$ cat src/rtl/tqvp_rejunity_vga_copper.sv
// rtl/tqvp_rejunity_vga_copper.sv - per-scanline colour sequencer (copper list) for the VGA peripheral
module tqvp_rejunity_vga_copper #(
  parameter int ENTRIES = 8,
  parameter int Y_W     = 10
) (
  input  logic           clk,
  input  logic           rst_n,
  input  logic           cfg_we,
  input  logic [4:0]     cfg_addr,
  input  logic [31:0]    cfg_wdata,
  output logic [31:0]    cfg_rdata,
  input  logic           frame_start,
  input  logic           line_start,
  input  logic [Y_W-1:0] line_y,
  output logic [5:0]     bg_color,
  output logic [5:0]     fg_color,
  output logic           busy,
  output logic           irq
);

  localparam int         PTR_W   = $clog2(ENTRIES);
  localparam logic [4:0] A_CTRL  = 5'(ENTRIES);
  localparam logic [4:0] A_BASE  = 5'(ENTRIES + 1);
  localparam logic [4:0] A_STAT  = 5'(ENTRIES + 2);
  localparam logic [4:0] LEN_MAX = 5'(ENTRIES);
  localparam logic [5:0] RST_BG  = 6'b010000;
  localparam logic [5:0] RST_FG  = 6'b001011;

  typedef enum logic [1:0] {
    S_IDLE  = 2'd0,
    S_WAIT  = 2'd1,
    S_APPLY = 2'd2,
    S_DONE  = 2'd3
  } state_t;

  // copper list storage
  logic [Y_W-1:0] r_ent_y [ENTRIES];
  logic [5:0]     r_ent_c [ENTRIES];
  logic           r_ent_t [ENTRIES];

  logic           r_en;
  logic [4:0]     r_len;
  logic [5:0]     r_base_bg;
  logic [5:0]     r_base_fg;
  logic [4:0]     r_ptr;
  state_t         r_state;
  logic [Y_W-1:0] r_ly;
  logic           r_chk;
  logic [5:0]     r_bg;
  logic [5:0]     r_fg;
  logic           r_busy;
  logic           r_irq;

  logic             w_ent_wr;
  logic             w_ctrl_wr;
  logic             w_base_wr;
  logic [4:0]       w_len_req;
  logic [4:0]       w_len_sat;
  logic             w_en;
  logic [4:0]       w_len;
  logic [5:0]       w_base_bg;
  logic [5:0]       w_base_fg;
  logic [PTR_W-1:0] w_cur;
  logic [4:0]       w_ptr_inc;
  logic [PTR_W-1:0] w_nxt;
  logic             w_cur_hit;
  logic             w_nxt_hit;
  logic             w_last;
  state_t           w_state_nx;
  logic             w_frame;
  logic             w_apply;
  logic             w_idle_base;
  logic [31:0]      w_rdata;
  logic             w_unused;

  assign w_ent_wr  = cfg_we && (cfg_addr < A_CTRL);
  assign w_ctrl_wr = cfg_we && (cfg_addr == A_CTRL);
  assign w_base_wr = cfg_we && (cfg_addr == A_BASE);

  assign w_len_req = {1'b0, cfg_wdata[7:4]};
  assign w_len_sat = (w_len_req > LEN_MAX) ? LEN_MAX : w_len_req;

  // A register write in the same cycle as frame_start is honoured by the reload
  assign w_en      = w_ctrl_wr ? cfg_wdata[0] : r_en;
  assign w_len     = w_ctrl_wr ? w_len_sat : r_len;
  assign w_base_bg = w_base_wr ? cfg_wdata[5:0]  : r_base_bg;
  assign w_base_fg = w_base_wr ? cfg_wdata[13:8] : r_base_fg;

  // ptr only indexes the list while it is below length, so the low bits suffice
  assign w_cur     = r_ptr[PTR_W-1:0];
  assign w_ptr_inc = r_ptr + 5'd1;
  assign w_nxt     = w_ptr_inc[PTR_W-1:0];
  assign w_cur_hit = (r_ent_y[w_cur] <= r_ly);
  assign w_nxt_hit = (r_ent_y[w_nxt] <= r_ly);
  assign w_last    = (w_ptr_inc == r_len);

  assign w_unused  = ^{cfg_wdata[31:25], cfg_wdata[23:22], cfg_wdata[15:14]};

  // Next state and datapath actions; the entry that matches in WAIT is applied on that same edge
  always_comb begin
    w_state_nx  = r_state;
    w_frame     = 1'b0;
    w_apply     = 1'b0;
    w_idle_base = 1'b0;
    if (w_ctrl_wr && !cfg_wdata[0]) begin
      w_state_nx = S_IDLE;
    end else if (frame_start && w_en) begin
      w_frame    = 1'b1;
      w_state_nx = (w_len != 5'd0) ? S_WAIT : S_DONE;
    end else begin
      case (r_state)
        S_IDLE: begin
          if (w_ctrl_wr) w_state_nx = S_DONE;
          if (w_base_wr) w_idle_base = 1'b1;
        end
        S_WAIT:  if (r_chk && w_cur_hit) w_apply = 1'b1;
        S_APPLY: w_apply = 1'b1;
        default: ;
      endcase
      if (w_apply) begin
        if (w_last)         w_state_nx = S_DONE;
        else if (w_nxt_hit) w_state_nx = S_APPLY;
        else                w_state_nx = S_WAIT;
      end
    end
  end

  // Register file, line latch, sequencer state and colour outputs
  always_ff @(posedge clk) begin
    if (!rst_n) begin
      for (int i = 0; i < ENTRIES; i++) begin
        r_ent_y[i] <= '0;
        r_ent_c[i] <= '0;
        r_ent_t[i] <= 1'b0;
      end
      r_en      <= 1'b0;
      r_len     <= '0;
      r_base_bg <= RST_BG;
      r_base_fg <= RST_FG;
      r_ptr     <= '0;
      r_state   <= S_IDLE;
      r_ly      <= '0;
      r_chk     <= 1'b0;
      r_bg      <= RST_BG;
      r_fg      <= RST_FG;
      r_busy    <= 1'b0;
      r_irq     <= 1'b0;
    end else begin
      r_chk <= line_start;
      if (line_start) r_ly <= line_y;

      if (w_ent_wr) begin
        r_ent_y[cfg_addr[PTR_W-1:0]] <= cfg_wdata[Y_W-1:0];
        r_ent_c[cfg_addr[PTR_W-1:0]] <= cfg_wdata[21:16];
        r_ent_t[cfg_addr[PTR_W-1:0]] <= cfg_wdata[24];
      end
      if (w_ctrl_wr) begin
        r_en  <= cfg_wdata[0];
        r_len <= w_len_sat;
      end
      if (w_base_wr) begin
        r_base_bg <= cfg_wdata[5:0];
        r_base_fg <= cfg_wdata[13:8];
      end

      r_state <= w_state_nx;
      r_busy  <= w_apply;
      r_irq   <= w_apply && w_last;

      if (w_frame) begin
        r_bg  <= w_base_bg;
        r_fg  <= w_base_fg;
        r_ptr <= '0;
      end else if (w_idle_base) begin
        r_bg <= cfg_wdata[5:0];
        r_fg <= cfg_wdata[13:8];
      end else if (w_apply) begin
        if (r_ent_t[w_cur]) r_fg <= r_ent_c[w_cur];
        else                r_bg <= r_ent_c[w_cur];
        r_ptr <= w_ptr_inc;
      end
    end
  end

  // Zero-latency register read mux
  always_comb begin
    w_rdata = '0;
    if (cfg_addr < A_CTRL) begin
      w_rdata[Y_W-1:0] = r_ent_y[cfg_addr[PTR_W-1:0]];
      w_rdata[21:16]   = r_ent_c[cfg_addr[PTR_W-1:0]];
      w_rdata[24]      = r_ent_t[cfg_addr[PTR_W-1:0]];
    end else if (cfg_addr == A_CTRL) begin
      w_rdata[0]   = r_en;
      w_rdata[7:4] = r_len[3:0];
    end else if (cfg_addr == A_BASE) begin
      w_rdata[5:0]  = r_base_bg;
      w_rdata[13:8] = r_base_fg;
    end else if (cfg_addr == A_STAT) begin
      w_rdata[3:0] = r_ptr[3:0];
      w_rdata[5:4] = r_state;
    end
  end

  assign cfg_rdata = w_rdata;
  assign bg_color  = r_bg;
  assign fg_color  = r_fg;
  assign busy      = r_busy;
  assign irq       = r_irq;

endmodule

$ cat config.mk
export PLATFORM = sky130hd
export DESIGN_NAME = tqvp_rejunity_vga_copper
export DESIGN_NICKNAME = d
export VERILOG_FILES = /design/src/rtl/tqvp_rejunity_vga_copper.sv
export SDC_FILE = /design/constraint.sdc
export NUM_CORES = 1
export LEC_CHECK = 0
export CAP_MARGIN = 40
export CORE_ASPECT_RATIO = 0.8
export CORE_UTILIZATION = 49
export DETAILED_ROUTE_END_ITERATION = 6
export PLACE_DENSITY = 0.76
export SYNTH_ARGS = -nofsm -noshare
export SYNTH_HDL_FRONTEND = slang
export SYNTH_SLANG_ARGS = --single-unit
$ cat constraint.sdc
create_clock -name clk -period 6.5 [get_ports clk]
set_input_delay 1.3 -clock clk [delete_from_list [all_inputs] [get_ports clk]]
set_output_delay 1.3 -clock clk [all_outputs]
set_load 0.05 [all_outputs]
==> impl_metrics.csv, run 1 <==
group,metric,value,unit
detailed_routing,drt-total-wl,34600,um
die,fp.dieH,136,um
worst_setup_path,crit_chain,"buf_2, inv_1, nor2_1, a221oi_1, a21oi_1, a21oi_1, o21ai_0, clkdlybuf4s50_1",
worst_setup_path,crit_fanout,17,
logic_synthesis,ys_ff_latch,189,
placed_design,pre_cts_ws,0.981,ns
die,ioPinCount,98,
power_and_ir_drop,ir_drop,0.177,mV
worst_setup_path,max_stage_delay,0.87,ns
power_and_ir_drop,leakage,4.50,nW
worst_setup_path,crit_arrival,4.47,ns
die,initial_core_util,50.5,%
sta,hold_violations,0,
clock_network,htree_num_levels,4,
sta,setup_viol,0,
die,die_area,0.0231,mm2
min_path,hp-class,"reg2reg",
die,fp.coreArea,0.0218,mm2
grt,grt_max_degree,36,
detailed_routing,vias,8786,
detailed_routing,drc_errors,2,
clock_network,post-cts-setup-buffer-count,0,
worst_setup_path,path_class,"in2out",
detailed_routing,drtAntennaViolNets,0,
logic_synthesis,ys.warnings.count,0,
clock_network,cts_tree,"done",
die,die_x,170,um
clock_network,cts_hold_buf,0,
finish,drive_gt1_share,16.2,%
worst_setup_path,reg2reg_slack,2.14,ns
clock_network,numCtsBuffers,17,
clock_network,cts_sinks,189,
worst_setup_path,path_common_cell,"a21oi_1",
sta,fin_skew,0.0104,ns
clock_network,clockBufferDepth,2,
sta,min_period,5.77,ns
logic_synthesis,synth.top_cells.by_area,"edfxtp_1 (35%), mux4_2 (12%), dfxtp_1 (11%)",
worst_setup_path,reg2reg_depth,11,
status,violations,"design-rule violations",
clock_network,cts-resized-gates,0,
grt,grt-ovfl-total,0,
finish,antenna_cells,0,
placed_design,dpl.hpwl,23700,um
logic_synthesis,netlist_area,0.0110,mm2
detailed_routing,drtPass1Iterations,7,
clock_network,path_clk_slew,0.07,ns
logic_synthesis,synthArstFlopShare,0,%
placed_design,numPortBuffers,75,
finish,final_nets,1115,
sta,setup_tns,0,ns
sta,slew_headroom,33.0,%
worst_setup_path,reg2reg_to,"r_ptr[3]$_SDFFE_PP0P_",
grt,grt_pass1_vias,8552,
logic_synthesis,synth_edf_count,128,
placed_design,gp_congestion,0.907,
sta,clock.fmax,173,MHz
power_and_ir_drop,p_per_area,224,mW/mm2
logic_synthesis,avgSynthCellArea,11.2,um2
worst_setup_path,worst_path_max_delay_cell,"clkdlybuf4s50_1",
logic_synthesis,synthCells,982,
logic_synthesis,seq_area_frac_synth,46.0,%
worst_setup_path,cp-startpoint,"cfg_addr[0]",
worst_setup_path,endpoint,"cfg_rdata[7]",
worst_setup_path,required,5.20,ns
sta,min_period_over_period,88.7,%
logic_synthesis,synth_top_flop_cell,"edfxtp_1",
detailed_routing,wl_per_cell,25.6,um
worst_setup_path,endpoint_kind,"output pin",
run,maxCapViolations,0,
finish,syn_to_final_growth,15.5,%
logic_synthesis,synth.distinct_cells,72,
grt,antenna_found_initial,1,
sta,whs,0.486,ns
logic_synthesis,yosysTopAreaCellShare,34.9,%
clock_network,clk_latency,0.45,ns
sta,slew_viol_final,0,
grt,grt_usage,30.7,%
detailed_routing,drt_iter0_drc,1329,
grt,grt_pass1_wl,51300,um
logic_synthesis,synth_top_cell_by_area,"edfxtp_1",
die,placementRows,48,
sta,final.setup.worst_slack,0.731,ns
detailed_routing,viasPerCell,6.50,
clock_network,cts-root-buf,"clkbuf_16",
status,status,"finished, violations left",
sta,worst_pin_slew,0.998,ns
worst_setup_path,startpoint_type,"primary input",
finish,fillers,1778,
sta,rsz0062_at_grt,"no",
==> cell families (layout without fill, tap and decap cells) <==
group	Yosys count	count (layout)	share of synthesized area, %
AOI/OAI and AO/OA	189	189	11.9
xor gates and xnor gates	6	6	0.478
adders and majority gates	24	24	2.73
buffers and inverters	96	156	3.81
DFF	189	189	46.0
muxes	126	126	18.5
other	1	11	0.0341
and+or+nand+nor	351	351	16.5
==> cells in the mapped netlist (7+ instances only) <==
master / n
nand2_1: 96
inv_1: 17
and2_1: 134
buf_1: 11
mux2i_1: 43
edfxtp_1: 128
buf_4: 11
nand3_1: 11
mux2_2: 23
a21oi_1: 45
o21ai_0: 44
nor2b_1: 7
dfxtp_1: 61
a221oi_1: 16
o221a_1: 8
nor2_1: 56
nand4_1: 8
ha_1: 24
mux4_2: 59
a22oi_1: 15
a22o_1: 11
clkbuf_1: 47
buf_2: 8
==> placed cells by master, fill, tap and decap left out, types with 10 or more instances in the layout <==
cell and instances:
o21ai_1 10, dfxtp_1 59, o21ai_0 36, buf_4 26, conb_1 11, nand3_1 11
a221oi_1 16, clkdlybuf4s50_1 72, a21oi_1 45, mux2_2 23, edfxtp_1 128, clkbuf_16 17
nand2_1 96, and2_1 134, a22o_1 11, mux2i_1 43, a22oi_1 15, mux4_2 59
ha_1 24, inv_1 17, nor2_1 51
==> routing by layer <==
layer  wire length (um)  global-route usage (%)
met1              13200                    40.0
met2              15500                    47.1
met3               4580                    9.61
met4               1290                    13.8
met5                  0                       0
==> flip-flops by register name, summed over array words and instances (netlist names), 2 cells and up, named ones only <==
| register | cells |
|---|---|
| r_ly | 10 |
| r_ent_t | 8 |
| r_ptr | 5 |
| fg_color | 6 |
| r_state | 2 |
| bg_color | 6 |
| r_base_bg | 6 |
| r_len | 5 |
| r_ent_y | 80 |
| r_ent_c | 48 |
| r_base_fg | 6 |
==> area by class of cell <==
type | count | area [um2] | area share, %
inverter | 18 | 67.6 | 0.532
timing repair buffer | 106 | 1010 | 7.91
clock buffer | 17 | 425 | 3.35
sequential | 189 | 5070 | 39.9
clock inverter | 15 | 196 | 1.55
tap | 300 | 375 | 2.95
multi-input combinational | 707 | 5570 | 43.8
==> critical path, delay by kind of cell <==
kind,cells,cell delay (ns)
buf+inv,3,1.71
compound gates,4,0.79
simple gates,1,0.66
==> report_power, final <==
| group | total, mW | switching, mW | internal [mW] |
|---|---|---|---|
| sequential | 1.37 | 0.0406 | 1.33 |
| combinational | 0.361 | 0.223 | 0.138 |
| clock | 1.12 | 0.525 | 0.592 |
==> through the flow <==
stage	cells	power [mW]	area, um2	util, %
after global routing	1352	2.92	12700	58.3
after CTS	1352	2.84	12700	58.3
after global placement	1315	1.74	12000	55.1
final	1352	2.85	12700	58.3
after floorplan	992	1.61	11000	-
after detailed placement	1320	1.75	12100	55.4
==> worst min-delay path by stage <==
stage | start | end | slack, ns | depth (start not counted)
global placement | r_base_fg[5]$_SDFF_PN0_ | r_base_fg[5]$_SDFF_PN0_ | 0.46 | 2
finish | r_base_fg[4]$_SDFF_PN0_ | r_base_fg[4]$_SDFF_PN0_ | 0.49 | 2
global route | r_base_fg[4]$_SDFF_PN0_ | r_base_fg[4]$_SDFF_PN0_ | 0.50 | 2
floorplan | r_base_fg[2]$_SDFF_PN0_ | r_base_fg[2]$_SDFF_PN0_ | 0.45 | 2
detailed placement | r_base_fg[5]$_SDFF_PN0_ | r_base_fg[5]$_SDFF_PN0_ | 0.47 | 2
CTS | r_base_fg[5]$_SDFF_PN0_ | r_base_fg[5]$_SDFF_PN0_ | 0.48 | 2
Power figures use the tool's default switching activity.
==> inputs of run 2 (changes only) <==
- MAX_ROUTING_LAYER: not set -> met4
==> run 2 against run 1 <==
Against the previous run:
- sequential cell count unchanged
- global-route usage rose by 0.66 points
- the run still ends with design-rule violations left
- critical path depth up 1
- non-clock buffer count up 4
- cell area about the same
- via count grew 0.67%
==> impl_metrics.csv, run 2 (same netlist as run 1, synthesis figures left out) <==
group,metric,value,unit
status,status,"finished, violations left",
status,violations,"design-rule violations",
sta,hold_violations,0,
worst_setup_path,path_class,"in2out",
clock_network,cts_sinks,189,
power_and_ir_drop,seq_power_share,48.9,%
clock_network,path_clk_slew,0.07,ns
detailed_routing,drc_errors,13,
die,fp.coreArea,0.0218,mm2
min_path,hp-class,"reg2reg",
clock_network,clk_latency,0.45,ns
sta,whs,0.476,ns
finish,regMostFlops,"r_ent_y",
run,maxCapViolations,0,
grt,grt-ovfl-total,0,
die,die_area,0.0231,mm2
grt,grt_pass1_wl,50600,um
clock_network,post-cts-setup-buffer-count,0,
power_and_ir_drop,ir_drop,0.180,mV
die,initial_core_util,50.5,%
finish,final_nets,1119,
die,placementRows,48,
sta,clock.fmax,183,MHz
clock_network,cts_hold_buf,0,
worst_setup_path,crit_fanout,17,
clock_network,clockBufferDepth,2,
finish,syn_to_final_growth,15.5,%
grt,antenna_found_initial,0,
finish,fin_cells,1356,
sta,slew_headroom,38.1,%
sta,setup_viol,0,
clock_network,numCtsBuffers,17,
detailed_routing,drt-total-wl,34400,um
clock_network,cts-resized-gates,0,
worst_setup_path,endpoint_kind,"output pin",
clock_network,cts_tree,"done",
worst_setup_path,startpoint_type,"primary input",
detailed_routing,vias,8845,
sta,setup_tns,0,ns
placed_design,gp_congestion,0.911,
die,fp.dieH,136,um
power_and_ir_drop,power_switching,759,uW
detailed_routing,viasPerCell,6.52,
worst_setup_path,crit_arrival,4.17,ns
finish,drive_gt1_share,16.4,%
placed_design,dpl.cell_count,1323,
clock_network,cts-root-buf,"clkbuf_16",
worst_setup_path,required,5.20,ns
detailed_routing,drt_iter0_drc,1352,
finish,layout_commonest_cell,"and2_1",
detailed_routing,drtAntennaViolNets,0,
grt,grt_usage,31.3,%
detailed_routing,drtPass1Iterations,7,
sta,worst_pin_slew,0.922,ns
die,ioPinCount,98,
power_and_ir_drop,power_frac_clock,38.2,%
grt,grt_pass1_vias,8289,
die,die_x,170,um
placed_design,dpl.hpwl,23400,um
sta,min_period,5.47,ns
finish,largest_register_ffs,80,
power_and_ir_drop,power.share.switching,27.1,%
power_and_ir_drop,leakage,4.50,nW
finish,top_regs,"r_ent_y: 80 flops, r_ent_c: 48 flops, r_ly: 10 flops",
power_and_ir_drop,pwr-share-comb,12.9,%
detailed_routing,wl_per_cell,25.4,um
sta,fin_skew,0.00925,ns
sta,rsz0062_at_grt,"no",
finish,final_cell_mix,"and2_1 (134), edfxtp_1 (128), nand2_1 (96)",
clock_network,htree_num_levels,4,
sta,slew_viol_final,0,
power_and_ir_drop,p_int,2.05,mW
placed_design,numPortBuffers,75,
grt,grt_max_degree,36,
power_and_ir_drop,p_per_area,221,mW/mm2
finish,antenna_cells,0,
sta,min_period_over_period,84.1,%
[run 2: cell types whose count changed in the layout (fill, tap and decap cells not counted), moves of 2 or more]
| cell | change |
|---|---|
| inv_8 | -5 |
| buf_4 | +3 |
| buf_6 | +2 |
| inv_6 | +2 |
[run 2: stage by stage]
step	instance area [um2]	total power [mW]	util [%]	setup slack (ns)
finish	12700	2.81	58.3	1.03
global route	12700	2.88	58.3	1.02
CTS	12700	2.80	58.3	1.12
detailed placement	12100	1.75	55.6	1.14
global placement	12000	1.74	55.1	1.12
floorplan	11000	1.61	-	1.62
[run 2: layout make-up]
cell class,count,area [um2]
inverters,18,67.6
well taps,300,375
flip-flops and latches,189,5070
multi-input cells,707,5570
clock inverters,14,158
repair buffers,110,1040
clock buffers,18,429
fillers,1754,9090
[run 2: worst max-delay path, stage by stage]
cell,delay (ns)
buf_2,0.39
inv_1,0.08
buf_4,0.22
nor2_1,0.62
a221oi_1,0.17
a21oi_1,0.16
a21oi_1,0.05
o21ai_0,0.29
clkdlybuf4s50_1,0.87
[run 2: per-layer routing]
| metal | track usage [%] | share of wire, % | vias to the layer above |
|---|---|---|---|
| met5 | - | 0 | - |
| met4 | 12.4 | 3.7 | 0 |
| met3 | 10.0 | 14 | 116 |
| met2 | 45.9 | 44 | 714 |
| met1 | 40.4 | 38 | 4231 |
| li1 | - | - | 3784 |
[run 2: worst paths after layout]
| check | slack [ns] | from | depth (start not counted) | to |
|---|---|---|---|---|
| hold / removal | 0.48 | r_base_fg[4]$_SDFF_PN0_ | 2 | r_base_fg[4]$_SDFF_PN0_ |
| setup / recovery | 1.03 | cfg_addr[0] | 9 | cfg_rdata[7] |
| setup reg to reg | 2.10 | register | 11 | r_ptr[3]$_SDFFE_PP0P_ |
| hold reg to reg | 0.48 | r_base_fg[4]$_SDFF_PN0_ | 2 | r_base_fg[4]$_SDFF_PN0_ |
[run 2: power groups by stage]
| stage | Sequential (mW) | Clock, mW | Combinational (mW) |
|---|---|---|---|
| 5_1_grt | 1.38 | 1.12 | 0.380 |
| 6_report | 1.37 | 1.07 | 0.362 |
| 3_3_place_gp | 1.39 | 0 | 0.344 |
| 4_1_cts | 1.37 | 1.07 | 0.354 |
| 2_1_floorplan | 1.39 | 0 | 0.222 |
| 3_5_place_dp | 1.40 | 0 | 0.350 |
==> inputs of run 3 (changes only) <==
- clock period: 6.5 -> 5.3 ns (I/O delays scaled with it)
==> run 3 against run 2 <==
Against the previous run:
- the run now ends clean
- sequential cell count is the same
- register-to-register slack worse by 0.81 ns
- core utilization up 0.17 points
- global-route usage up 0.36 points
- first-iteration DRC count down 12%
- sequential share of layout area decreased by 0.12 points
- critical path depth down 2
- critical path type unchanged
==> impl_metrics.csv, run 3 (same netlist as run 1, synthesis figures left out) <==
group,metric,value,unit
status,status,"finished, final reports clean",
worst_setup_path,worst_path_max_delay_cell,"clkdlybuf4s50_1",
worst_setup_path,crit_fanout,21,
die,fp.coreArea,0.0218,mm2
detailed_routing,viasPerCell,6.51,
finish,largest_register_ffs,80,
die,placementRows,48,
sta,slew_headroom,39.0,%
worst_setup_path,crit_arrival,3.61,ns
finish,finalInstanceArea,0.0127,mm2
grt,grt_max_degree,35,
min_path,hp-start,"r_base_bg[2]$_SDFF_PN0_",
worst_setup_path,max_stage_delay,0.82,ns
sta,fin_skew,0.0127,ns
worst_setup_path,crit_cells,7,
sta,slew_viol_final,0,
placed_design,dpl.cell_count,1332,
finish,multi_input_area,0.00558,mm2
clock_network,post-cts-setup-buffer-count,0,
detailed_routing,drtPass1Iterations,6,
sta,setup_tns,0,ns
clock_network,clockBufferDepth,2,
grt,grt-ovfl-total,0,
power_and_ir_drop,fin_total_pwr,3.43,mW
placed_design,dpl.hpwl,23700,um
die,initial_core_util,50.5,%
placed_design,numPortBuffers,75,
clock_network,numCtsBuffers,17,
sta,min_period_over_period,88.1,%
power_and_ir_drop,ir_drop,0.209,mV
min_path,hold_path_depth,2,
sta,whs,0.483,ns
sta,min_period,4.67,ns
placed_design,gp_congestion,0.968,
clock_network,cts-resized-gates,0,
worst_setup_path,cp_top_family,"buffers and inverters",
grt,grt_pass1_wl,51300,um
detailed_routing,vias,8889,
finish,syn_to_final_growth,15.8,%
clock_network,htree_num_levels,4,
sta,hold_violations,0,
sta,final.setup.worst_slack,0.630,ns
clock_network,cts_hold_buf,0,
grt,grt_usage,31.7,%
sta,worst_pin_slew,0.909,ns
finish,final_cell_mix,"and2_1 (134), edfxtp_1 (128), nand2_1 (96)",
finish,seqCellArea,0.00507,mm2
grt,antenna_found_initial,1,
detailed_routing,drtAntennaViolNets,0,
die,ioPinCount,98,
finish,final_nets,1127,
finish,top_regs,"r_ent_y: 80 flops, r_ent_c: 48 flops, r_ly: 10 flops",
power_and_ir_drop,leakage,4.55,nW
finish,fillers,1802,
finish,regMostFlops,"r_ent_y",
min_path,min_to,"r_base_bg[2]$_SDFF_PN0_",
worst_setup_path,cp_num_buf_inv,3,
worst_setup_path,reg2reg_depth,11,
detailed_routing,wl_per_cell,25.4,um
run,maxCapViolations,0,
worst_setup_path,startpoint_type,"primary input",
finish,drive_gt1_share,18.2,%
clock_network,cts_tree,"done",
sta,rsz0062_at_grt,"no",
detailed_routing,drt-total-wl,34700,um
die,die_x,170,um
die,fp.dieH,136,um
finish,layout_commonest_cell,"and2_1",
finish,fin_cells,1365,
worst_setup_path,reg2reg_to,"r_ptr[3]$_SDFFE_PP0P_",
min_path,hp-class,"reg2reg",
detailed_routing,drt_iter0_drc,1185,
worst_setup_path,required,4.24,ns
finish,utilization,58.5,%
worst_setup_path,path_class,"in2out",
detailed_routing,drc_errors,0,
placed_design,placed_area,0.0122,mm2
worst_setup_path,reg2reg_slack,1.29,ns
clock_network,cts_sinks,189,
clock_network,clk_latency,0.45,ns
grt,grt_pass1_vias,8413,
die,die_area,0.0231,mm2
power_and_ir_drop,p_per_area,269,mW/mm2
placed_design,pre_cts_ws,0.684,ns
sta,setup_viol,0,
clock_network,path_clk_slew,0.06,ns
worst_setup_path,endpoint_kind,"output pin",
worst_setup_path,crit_chain,"buf_2, buf_4, and2_1, a22oi_1, o22ai_1, a32o_1, clkdlybuf4s50_1",
clock_network,cts-root-buf,"clkbuf_16",
sta,clock.fmax,214,MHz
==> run 3: cell count changes in the layout (fill, tap and decap cells not counted), sizes merged <==
cell,change
bufinv,-1
clkdlybuf4s50,-10
inv,+2
diode,+1
clkbuf,-1
buf,+18
clkinvlp,+2
clkinv,-2
==> run 3: routing by layer <==
layer / global-route usage, % / up-vias / routed length (um)
li1: - / 3797 / -
met1: 42.3 / 4341 / 13500
met2: 46.7 / 652 / 15600
met3: 7.98 / 99 / 4500
met4: 11.7 / 0 / 1100
met5: - / - / 0
==> run 3: worst register-to-register path, cell delays in order, from the launching register on <==
cell	delay [ns]
dfxtp_2	0.73
buf_4	0.36
mux4_2	0.52
nand2_1	0.09
nand2_1	0.13
ha_1	0.32
o21ai_0	0.17
nor2_1	0.06
o41a_2	0.53
a21o_1	0.35
or4_1	0.54
a21oi_1	0.15
==> run 3: worst max path at each step <==
stage / slack (ns) / from / to
2_1_floorplan: 0.90 / cfg_addr[0] / cfg_rdata[9]
3_3_place_gp: 0.69 / cfg_addr[2] / cfg_rdata[6]
3_5_place_dp: 0.68 / cfg_addr[2] / cfg_rdata[6]
4_1_cts: 0.67 / cfg_addr[2] / cfg_rdata[6]
5_1_grt: 0.62 / cfg_addr[2] / cfg_rdata[6]
6_report: 0.63 / cfg_addr[2] / cfg_rdata[6]
==> run 3: area by class of cell <==
type,count,share of cell area (%)
clock inverter,15,1.20
timing repair buffer,118,8.45
clock buffer,17,3.34
inverter,18,0.530
antenna,1,0.0196
tap,300,2.95
sequential,189,39.8
multi-input combinational,707,43.8
==> run 3: where the power goes <==
part           leakage (nW)  internal, mW  switching, mW  total (mW)
registers              1.71          1.64         0.0491        1.68
logic                  2.56         0.174          0.276       0.450
clock network         0.277         0.665          0.626        1.29
